`src/rtl/pic_pkg.sv`:
```
// rtl/pic_pkg.sv - shared types and constants for the PIC10F200 cycle controller
package pic_pkg;

  typedef enum logic [1:0] {
    Q1 = 2'd0,
    Q2 = 2'd1,
    Q3 = 2'd2,
    Q4 = 2'd3
  } q_phase_t;

  typedef enum logic [1:0] {
    RUN   = 2'd0,
    FLUSH = 2'd1,
    SLEEP = 2'd2
  } cyc_mode_t;

  typedef enum logic [1:0] {
    NONE = 2'd0,
    W    = 2'd1,
    FILE = 2'd2
  } dest_t;

  localparam logic [4:0] INDF_ADDR = 5'h00;
  localparam logic [4:0] FSR_ADDR  = 5'h04;

endpackage

```
`src/rtl/pic_cycle_ctrl_q_phase_gen.sv`:
```
// rtl/pic_cycle_ctrl_q_phase_gen.sv - Q1..Q4 phase counter with hold
module q_phase_gen
  import pic_pkg::*;
(
  input  logic     clk,
  input  logic     rst,
  input  logic     hold,
  output q_phase_t phase
);

  always_ff @(posedge clk or negedge rst) begin
    if (!rst) begin
      phase <= Q1;
    end else if (!hold) begin
      phase <= q_phase_t'(phase + 2'd1);
    end
  end

endmodule

```
`src/rtl/pic_cycle_ctrl.sv`:
```
// rtl/pic_cycle_ctrl.sv - instruction-cycle mode FSM, INDF resolution and strobe decode (optional PIC_SLEEP_EN)
module pic_cycle_ctrl
  import pic_pkg::*;
#(
  parameter int ADDR_W = 5
) (
  input  logic              clk,
  input  logic              rst,
  input  logic [1:0]        dec_dest,
  input  logic              dec_status_we,
  input  logic              dec_branch,
  input  logic              dec_skip,
  input  logic              skip_take,
  input  logic              dec_sleep,
  input  logic              wake,
  input  logic [ADDR_W-1:0] file_addr,
  input  logic [ADDR_W-1:0] fsr_bus,
  output logic [1:0]        q_phase,
  output logic [ADDR_W-1:0] eff_addr,
  output logic              indf_null,
  output logic              pc_inc,
  output logic              pc_load,
  output logic              ir_load,
  output logic              w_load,
  output logic              file_we,
  output logic              fsr_load,
  output logic              status_load,
  output logic              flush,
  output logic              sleeping
);

  q_phase_t  phase;
  cyc_mode_t mode, mode_nxt;
  logic      is_indf;
  logic      awake;
  logic      run_q4;

  q_phase_gen u_q_phase_gen (
    .clk   (clk),
    .rst   (rst),
    .hold  (mode == SLEEP),
    .phase (phase)
  );

  always_ff @(posedge clk or negedge rst) begin
    if (!rst) begin
      mode <= FLUSH;
    end else begin
      mode <= mode_nxt;
    end
  end

  assign is_indf   = (file_addr == ADDR_W'(INDF_ADDR));
  assign eff_addr  = is_indf ? fsr_bus : file_addr;
  assign indf_null = is_indf && (fsr_bus == '0);

  // rst gates the strobes so nothing leaks out while reset is held
  assign awake  = rst && (mode != SLEEP);
  assign run_q4 = rst && (mode == RUN) && (phase == Q4);

  always_comb begin
    mode_nxt    = mode;
    pc_inc      = 1'b0;
    ir_load     = 1'b0;
    pc_load     = 1'b0;
    w_load      = 1'b0;
    file_we     = 1'b0;
    fsr_load    = 1'b0;
    status_load = 1'b0;

    case (mode)
      RUN: begin
        if (phase == Q4) begin
          if (dec_branch || (dec_skip && skip_take)) begin
            mode_nxt = FLUSH;
          end
`ifdef PIC_SLEEP_EN
          else if (dec_sleep) begin
            mode_nxt = SLEEP;
          end
`endif
        end
      end
      FLUSH: begin
        if (phase == Q4) begin
          mode_nxt = RUN;
        end
      end
`ifdef PIC_SLEEP_EN
      SLEEP: begin
        if (wake) begin
          mode_nxt = FLUSH;
        end
      end
`endif
      default: mode_nxt = FLUSH;
    endcase

    pc_inc  = awake && (phase == Q1);
    ir_load = awake && (phase == Q4);

    if (run_q4) begin
      pc_load     = dec_branch;
      status_load = dec_status_we;
      w_load      = (dec_dest == W);
      if (dec_dest == FILE) begin
        if (eff_addr == ADDR_W'(FSR_ADDR)) begin
          fsr_load = 1'b1;
        end else if (!indf_null) begin
          file_we = 1'b1;
        end
      end
    end
  end

  assign q_phase = phase;
  assign flush   = (mode == FLUSH);

`ifdef PIC_SLEEP_EN
  assign sleeping = (mode == SLEEP);
`else
  logic unused_sleep_inputs;
  assign unused_sleep_inputs = wake ^ dec_sleep;
  assign sleeping = 1'b0;
`endif

endmodule

```
`config.mk`:
```
export PLATFORM = sky130hd
export DESIGN_NAME = pic_cycle_ctrl
export DESIGN_NICKNAME = d
export VERILOG_FILES = /design/src/rtl/pic_pkg.sv /design/src/rtl/pic_cycle_ctrl_q_phase_gen.sv /design/src/rtl/pic_cycle_ctrl.sv
export SDC_FILE = /design/constraint.sdc
export NUM_CORES = 1
export LEC_CHECK = 0
export ABC_AREA = 1
export CAP_MARGIN = 15
export CORE_AREA = 2 2 41 43
export CTS_BUF_LIST = sky130_fd_sc_hd__clkbuf_8
export CTS_CLUSTER_DIAMETER = 60
export DETAILED_ROUTE_END_ITERATION = 8
export DIE_AREA = 0 0 43 45
export PLACE_DENSITY = 0.79
export SYNTH_ARGS = -nofsm -noshare
export SYNTH_HDL_FRONTEND = slang
export SYNTH_HIERARCHICAL = 1
export SYNTH_SLANG_ARGS = --single-unit
```
`constraint.sdc`:
```
create_clock -name clk -period 1.2 [get_ports clk]
set_input_delay 0.24 -clock clk [delete_from_list [all_inputs] [get_ports clk]]
set_output_delay 0.24 -clock clk [all_outputs]
set_load 0.01 [all_outputs]
```
==> results.tsv, run 1 <==
stage	metric	value	unit
outcome	outcome	finished, violations left	
outcome	violations	negative setup slack	
finish	diodes	0	
worst_setup_path	max_stage_delay	360	ps
worst_setup_path	criticalPathCategory	reg2out	
synthesis	syn-mean-instance-area	5.80	um2
worst_setup_path	worst_setup_path_start_kind	register	
drt	routed-wl-met3	113	um
synthesis	flops_latches_synth	3	
drt	highest-signal-layer	met4	
worst_setup_path	required	960	ps
worst_setup_path	critical-path-slowest-cell	sky130_fd_sc_hd__dfrtp_1	
clock_network	cts_root_buf	sky130_fd_sc_hd__clkbuf_8	
placement	placedInstanceArea	800	um2
drt	drt-initial-drc-count	1	
worst_setup_path	path_cells	nand2_2 > or2_4 > nor2_4 > nand3_2 > nor2_1 > nand2_1 > inv_2 > buf_6	
timing	rsz0062_at_grt	true	
timing	finalWorstSetupSlack	-398	ps
worst_setup_path	crit_path_dat	1360	ps
power	p_per_area	1310	mW/mm2
clock_network	clock_sinks	3	
clock_network	tritoncts	built	
synthesis	synth.top_cell.area_share	15.1	%
placement	detailed_place_hpwl	954	um
hold_path	worstHoldPathType	in2async	
clock_network	cts_made_buffers	3	
drt	route.detailed.vias_per_inst	4.48	
worst_setup_path	crit_path_start	u_q_phase_gen/phase[1]	
drt	met2WireLength	727	um
floorplan	rows	14	
grt	pin_count_of_the_biggest_net_entering_global_routing	7	
floorplan	initial_utilization	23.6	%
floorplan	placeable_area	0.00147	mm2
floorplan	io_pins	37	
floorplan	die_h	45	um
synthesis	ys_seq_area_share	21.9	%
synthesis	synthesis.yosys.warnings	6	
finish	drive_above_1_share	58.3	%
clock_network	clock_latency	220	ps
timing	worst_skew	1.48	ps
timing	report.final.setup_viol	10	
grt	first_global_vias	572	
power	leakage	0.000462	uW
floorplan	die_width	43	um
synthesis	syn-cell-area	348	um2
placement	port_buffers	33	
clock_network	cts_max_path_bufs	2	
timing	timing.final.max_slew_violations	0	
drt	avgRoutedWirePerCell	10.2	um
floorplan	die_area	0.00194	mm2
finish	final_core_utilization	60.5	%
drt	overall_via_count_from_detail_route	587	
worst_setup_path	timing.critical_path.fanout_max	2	
worst_setup_path	end_kind	primary output	
grt	grt.total_usage	14.7	%
finish	layout.cells.most_common	sky130_fd_sc_hd__buf_6	
grt	grt_first_pass_wirelength	2060	um
timing	achievable-frequency	0.626	GHz
drt	detail_route.wirelength	1340	um
timing	period_share	133	%
drt	drt_drc_violations_left	0	
run	timing.max_cap.violations	0	
placement	routabilityCongestion	0.736	
grt	grt-ovfl-total	0	
synthesis	netlist_top_cells_area	sky130_fd_sc_hd__inv_1, sky130_fd_sc_hd__dfrtp_1, sky130_fd_sc_hd__nand2_1	
power	irDropWorstVdd	1.09	mV
clock_network	clock_slew_at_reported_path_ffs	30	ps
drt	drt_pass1_iterations	3	
finish	flow.area_growth_from_synthesis	156	%
timing	final_period_minus_worst_setup_slack	1600	ps
clock_network	cts_hold_buffers	0	
drt	drt.antenna.violating_nets	0	
synthesis	post_synth_inst_count	60	
synthesis	synth_area_leader_cell	sky130_fd_sc_hd__inv_1	
finish	layout.cells.most_common_list	sky130_fd_sc_hd__buf_6, sky130_fd_sc_hd__buf_4, sky130_fd_sc_hd__buf_2	
finish	postLayoutCellArea	890	um2
finish	finalNetCount	136	
clock_network	maximum_level_of_the_cts_h_tree	1	
worst_setup_path	reg2reg_from	u_q_phase_gen/phase[1]	
grt	number_of_antenna_violations_at_the_first_check_in_global_routing	0	
power	p_total	1160	uW
drt	wl_met1	451	um
synthesis	yosysUniqueCellTypes	18	
timing	finalHoldViolations	0	
-- worst max-delay path, delay by kind of cell (launching register included) --
kind | cells | cell delay [ps]
flops | 1 | 360
simple gates | 6 | 650
buf+inv | 2 | 140
-- metal layers --
metal,GRT usage (%),up-vias
met5,0,-
met3,4.00,6
li1,-,288
met4,12.7,0
met1,11.4,267
met2,29.4,26
-- sequential cells by signal (all words and copies together) (netlist names) --
signal,flops
mode,1
u_q_phase_gen/phase,2
-- synthesized netlist by cell type --
cell type / number
sky130_fd_sc_hd__a21oi_1: 1
sky130_fd_sc_hd__a31oi_1: 1
sky130_fd_sc_hd__buf_4: 1
sky130_fd_sc_hd__conb_1: 1
sky130_fd_sc_hd__dfrtp_1: 2
sky130_fd_sc_hd__dfstp_2: 1
sky130_fd_sc_hd__inv_1: 14
sky130_fd_sc_hd__nand2_1: 12
sky130_fd_sc_hd__nand3_1: 3
sky130_fd_sc_hd__nand3_2: 1
sky130_fd_sc_hd__nand4_1: 3
sky130_fd_sc_hd__nor2_1: 11
sky130_fd_sc_hd__nor2_2: 1
sky130_fd_sc_hd__nor2_4: 2
sky130_fd_sc_hd__nor3_1: 3
sky130_fd_sc_hd__o21ai_0: 1
sky130_fd_sc_hd__or2_4: 1
sky130_fd_sc_hd__xnor2_1: 1
-- cells by family (layout without fill, tap and decap cells) --
| kind of cell | count (synthesis) | after routing | share of synthesized area [%] |
|---|---|---|---|
| simple gates | 37 | 37 | 52.5 |
| buf+inv | 15 | 68 | 17.3 |
| compound gates | 3 | 3 | 4.67 |
| flops | 3 | 3 | 21.9 |
| other cells | 1 | 3 | 1.08 |
| xor+xnor | 1 | 1 | 2.52 |
-- worst paths after layout --
check | end | slack [ps] | cells after the start
setup / recovery | file_we | -400 | 8
hold / removal | u_q_phase_gen/phase[1] | 60 | 2
setup reg to reg | mode[0] | 210 | 6
hold reg to reg | u_q_phase_gen/phase[0] | 590 | 2
max in group asynchronous | mode[0] | 950 | 2
min in group clk | u_q_phase_gen/phase[0] | 590 | 2
-- area by class of cell --
cell class	count	area [um2]
Clock inverter	1	3.75
Timing Repair Buffer	50	427
Multi-Input combinational cell	44	268
Tap cell	16	20.0
Fill cell	143	582
Sequential cell	3	77.6
Inverter	14	52.6
Clock buffer	3	41.3
-- through the flow --
step | setup slack, ps | cells | TNS [ps] | hold slack, ps
after floorplan | -150 | 62 | -602 | -55.6
after global placement | -930 | 122 | -9730 | 537
after detailed placement | -953 | 122 | -9990 | 535
after CTS | -412 | 128 | -1930 | 60.4
after global routing | -495 | 131 | -2880 | 73.4
final | -398 | 131 | -2090 | 61.6
-- repair_timing --
| action | 4_1_cts | 5_1_grt |
|---|---|---|
| buffers inserted | 5 | 5 |
| endpoints found under the setup margin | 16 | 12 |
| pin swaps | 18 | 11 |
| gates resized for setup | 111 | 14 |
-- report_power, final --
group	switching [uW]	internal (uW)	total [uW]
Combinational	294	378	671
Clock	70.8	218	289
Sequential	36.2	167	203
Total	401	763	1160
Note: power is estimated with default switching activity, not from simulation.
==> inputs of run 2 (changes only) <==
--- a/config.mk
+++ b/config.mk
@@ -12,6 +12,7 @@
 export CTS_CLUSTER_DIAMETER = 60
 export DETAILED_ROUTE_END_ITERATION = 8
 export DIE_AREA = 0 0 43 45
+export HOLD_SLACK_MARGIN = 0.05
 export PLACE_DENSITY = 0.79
 export SYNTH_ARGS = -nofsm -noshare
 export SYNTH_HDL_FRONTEND = slang
==> results of run 2 <==
Final layout, timing and power as in run 1 (identical DEF).
==> inputs of run 3 (changes only) <==
--- a/config.mk
+++ b/config.mk
@@ -7,13 +7,13 @@
 export LEC_CHECK = 0
 export ABC_AREA = 1
 export CAP_MARGIN = 15
-export CORE_AREA = 2 2 41 43
+export CORE_AREA = 2 2 39 41
 export CTS_BUF_LIST = sky130_fd_sc_hd__clkbuf_8
 export CTS_CLUSTER_DIAMETER = 60
 export DETAILED_ROUTE_END_ITERATION = 8
-export DIE_AREA = 0 0 43 45
+export DIE_AREA = 0 0 41 43
 export HOLD_SLACK_MARGIN = 0.05
-export PLACE_DENSITY = 0.79
+export PLACE_DENSITY = 0.83
 export SYNTH_ARGS = -nofsm -noshare
 export SYNTH_HDL_FRONTEND = slang
 export SYNTH_HIERARCHICAL = 1
==> constraint.sdc (replaced) <==
create_clock -name clk -period 1.96 [get_ports clk]
set_input_delay 0.392 -clock clk [delete_from_list [all_inputs] [get_ports clk]]
set_output_delay 0.392 -clock clk [all_outputs]
set_load 0.01 [all_outputs]
==> run 3 against run 2 <==
Compared with the run above:
- utilization is 0.88 points lower
- clock-buffer cell count is the same
- sequential power down 42%
- worst setup slack better by 450 ps
- hold slack improved by 420 ps
- power decreased by 46%
- clock power down 40%
- sequential cell count unchanged
- clock skew shrank 1.3 ps
- global-route usage increased by 1.9 points
- the run now ends clean
- largest cell class unchanged
- register-to-register slack improved by 820 ps
- routed wire length fell by 3.4%
- highest routed layer unchanged
==> results.tsv, run 3 (same netlist as run 1, synthesis figures left out) <==
stage	metric	value	unit	change
floorplan	placeable_area	0.00138	mm2	-6.0%
worst_setup_path	end_kind	primary output		
grt	grt.total_usage	16.6	%	+1.9 points
worst_setup_path	worst_setup_path_start_kind	primary input		
timing	setup-tns-final	0	ps	+2090 ps
drt	wl_met1	438	um	-2.9%
grt	first_global_vias	508		-11%
placement	routabilityCongestion	0.664		-9.7%
clock_network	cts_root_buf	sky130_fd_sc_hd__clkbuf_8		
timing	timing.final.max_slew_violations	0		unchanged
hold_path	worstHoldPathType	in2async		
power	total_switching_power	212	uW	-47%
grt	pin_count_of_the_biggest_net_entering_global_routing	7		unchanged
drt	detail_route.wirelength	1290	um	-3.4%
drt	drt.antenna.violating_nets	0		unchanged
finish	drive_above_1_share	30.0	%	-28 points
timing	period_share	97.5	%	
finish	reg_top3	u_q_phase_gen/phase: 2 flops, mode: 1 flops		
timing	finalHoldViolations	0		unchanged
worst_setup_path	reg2reg_from	u_q_phase_gen/phase[1]		
power	leakage	0.000461	uW	-0.29%
timing	achievable-frequency	0.523	GHz	
run	timing.max_cap.violations	0		unchanged
grt	grt-ovfl-total	0		unchanged
worst_setup_path	crit-reg2reg-capture	mode[0]		
finish	layout.cells.most_common_list	sky130_fd_sc_hd__inv_1, sky130_fd_sc_hd__dlygate4sd2_1, sky130_fd_sc_hd__nand2_1, sky130_fd_sc_hd__buf_4, sky130_fd_sc_hd__clkdlybuf4s50_1		
finish	flow.area_growth_from_synthesis	137	%	
clock_network	clock_latency	210	ps	about the same
clock_network	maximum_level_of_the_cts_h_tree	1		unchanged
power	comb_power_share	54.1	%	-3.6 points
floorplan	die_area	0.00176	mm2	-8.9%
worst_setup_path	criticalPathCategory	in2out		
drt	routed-wl-met3	77	um	-32%
worst_setup_path	crit_path_dat	1520	ps	+160 ps
drt	met2WireLength	743	um	+2.2%
timing	report.final.setup_viol	0		-10
worst_setup_path	timing.critical_path.fanout_max	2		unchanged
power	swShare	33.5	%	-0.98 points
clock_network	clock_slew_at_reported_path_ffs	30	ps	about the same
finish	registers.top_by_ff_count	u_q_phase_gen/phase		
power	p_total	632	uW	-46%
timing	worst_skew	0.141	ps	-1.34 ps
grt	grt_first_pass_wirelength	1920	um	-6.7%
drt	drt_pass1_iterations	5		+2
floorplan	io_pins	37		unchanged
drt	route.detailed.vias_per_inst	4.25		-5.2%
power	sequentialPowerShare	18.5	%	+1.0 points
outcome	outcome	completed		
grt	number_of_antenna_violations_at_the_first_check_in_global_routing	0		unchanged
worst_setup_path	r2r.worst_path.cells	3		-3
power	p_per_area	767	mW/mm2	-41%
drt	avgRoutedWirePerCell	10.3	um	+0.40%
placement	port_buffers	33		unchanged
drt	drt-initial-drc-count	8		+7
power	clock_power_share	27.4	%	+2.6 points
finish	largest_register_ffs	2		unchanged
drt	overall_via_count_from_detail_route	535		-8.9%
finish	finalNetCount	131		-3.7%
floorplan	die_width	41	um	-4.7%
worst_setup_path	r2r_setup_slack	1030	ps	+820 ps
floorplan	initial_utilization	25.1	%	+1.5 points
floorplan	rows	14		unchanged
finish	diodes	0		unchanged
floorplan	die_h	43	um	-4.4%
power	cell_internal_pwr	421	uW	-45%
drt	highest-signal-layer	met4		
placement	detailed_place_hpwl	949	um	-0.59%
timing	final_period_minus_worst_setup_slack	1910	ps	
power	irDropWorstVdd	0.492	mV	-55%
drt	drt_drc_violations_left	0		unchanged
clock_network	clock_sinks	3		unchanged
clock_network	cts_max_path_bufs	2		unchanged
clock_network	tritoncts	built		
worst_setup_path	required	1570	ps	+610 ps
clock_network	cts_made_buffers	3		unchanged
==> run 3: how the worst max path moves through the flow <==
stage / start / to / cells after the start
6_report: fsr_bus[0] / indf_null / 5
5_1_grt: fsr_bus[0] / indf_null / 5
3_3_place_gp: file_addr[0] / fsr_load / 9
4_1_cts: file_addr[1] / fsr_load / 9
3_5_place_dp: file_addr[0] / fsr_load / 9
2_1_floorplan: u_q_phase_gen/phase[0] / w_load / 5
==> run 3: power by group through the flow <==
stage	clock (uW)	sequential, uW	combinational [uW]
3_3_place_gp	0	116	342
4_1_cts	179	118	346
5_1_grt	183	122	376
6_report	173	117	342
2_1_floorplan	0	148	112
3_5_place_dp	0	118	349
==> run 3: worst max-delay path, stage by stage <==
cell                              delay (ps)
sky130_fd_sc_hd__clkdlybuf4s50_1         450
sky130_fd_sc_hd__nor3_2                  180
sky130_fd_sc_hd__nand2_1                 100
sky130_fd_sc_hd__nor2_2                  120
sky130_fd_sc_hd__dlygate4sd2_1           280
==> run 3: layout make-up <==
class,count,area [um2]
clock inverter,1,3.75
tap,16,20.0
timing repair buffer,45,388
multi-input combinational,44,243
clock buffer,3,41.3
fill,149,559
inverter,14,52.6
sequential,3,76.3
==> run 3: metal layers <==
layer  GRT usage (%)  up-vias
li1                -      282
met1            13.9      229
met2            30.6       20
met3            1.57        4
met4            14.0        0
met5               0        -
==> run 3: timing repair <==
| item | in CTS | in global routing |
|---|---|---|
| pin swaps | 4 | 11 |
| setup endpoints to repair | 13 | 6 |
| resized for setup | 30 | 15 |
| hold buffers | 0 | 0 |
| setup buffers | 2 | 0 |
==> run 3: stage by stage <==
step	worst slack, ps	std cells	hold slack, ps	area, um2	utilization [%]
after floorplan	361	62	96.4	355	-
after global placement	-473	120	498	773	55.9
after detailed placement	-525	120	506	773	55.9
after CTS	5.23	126	456	833	60.2
after global routing	-17.9	126	507	825	59.6
final	49.3	126	484	825	59.6
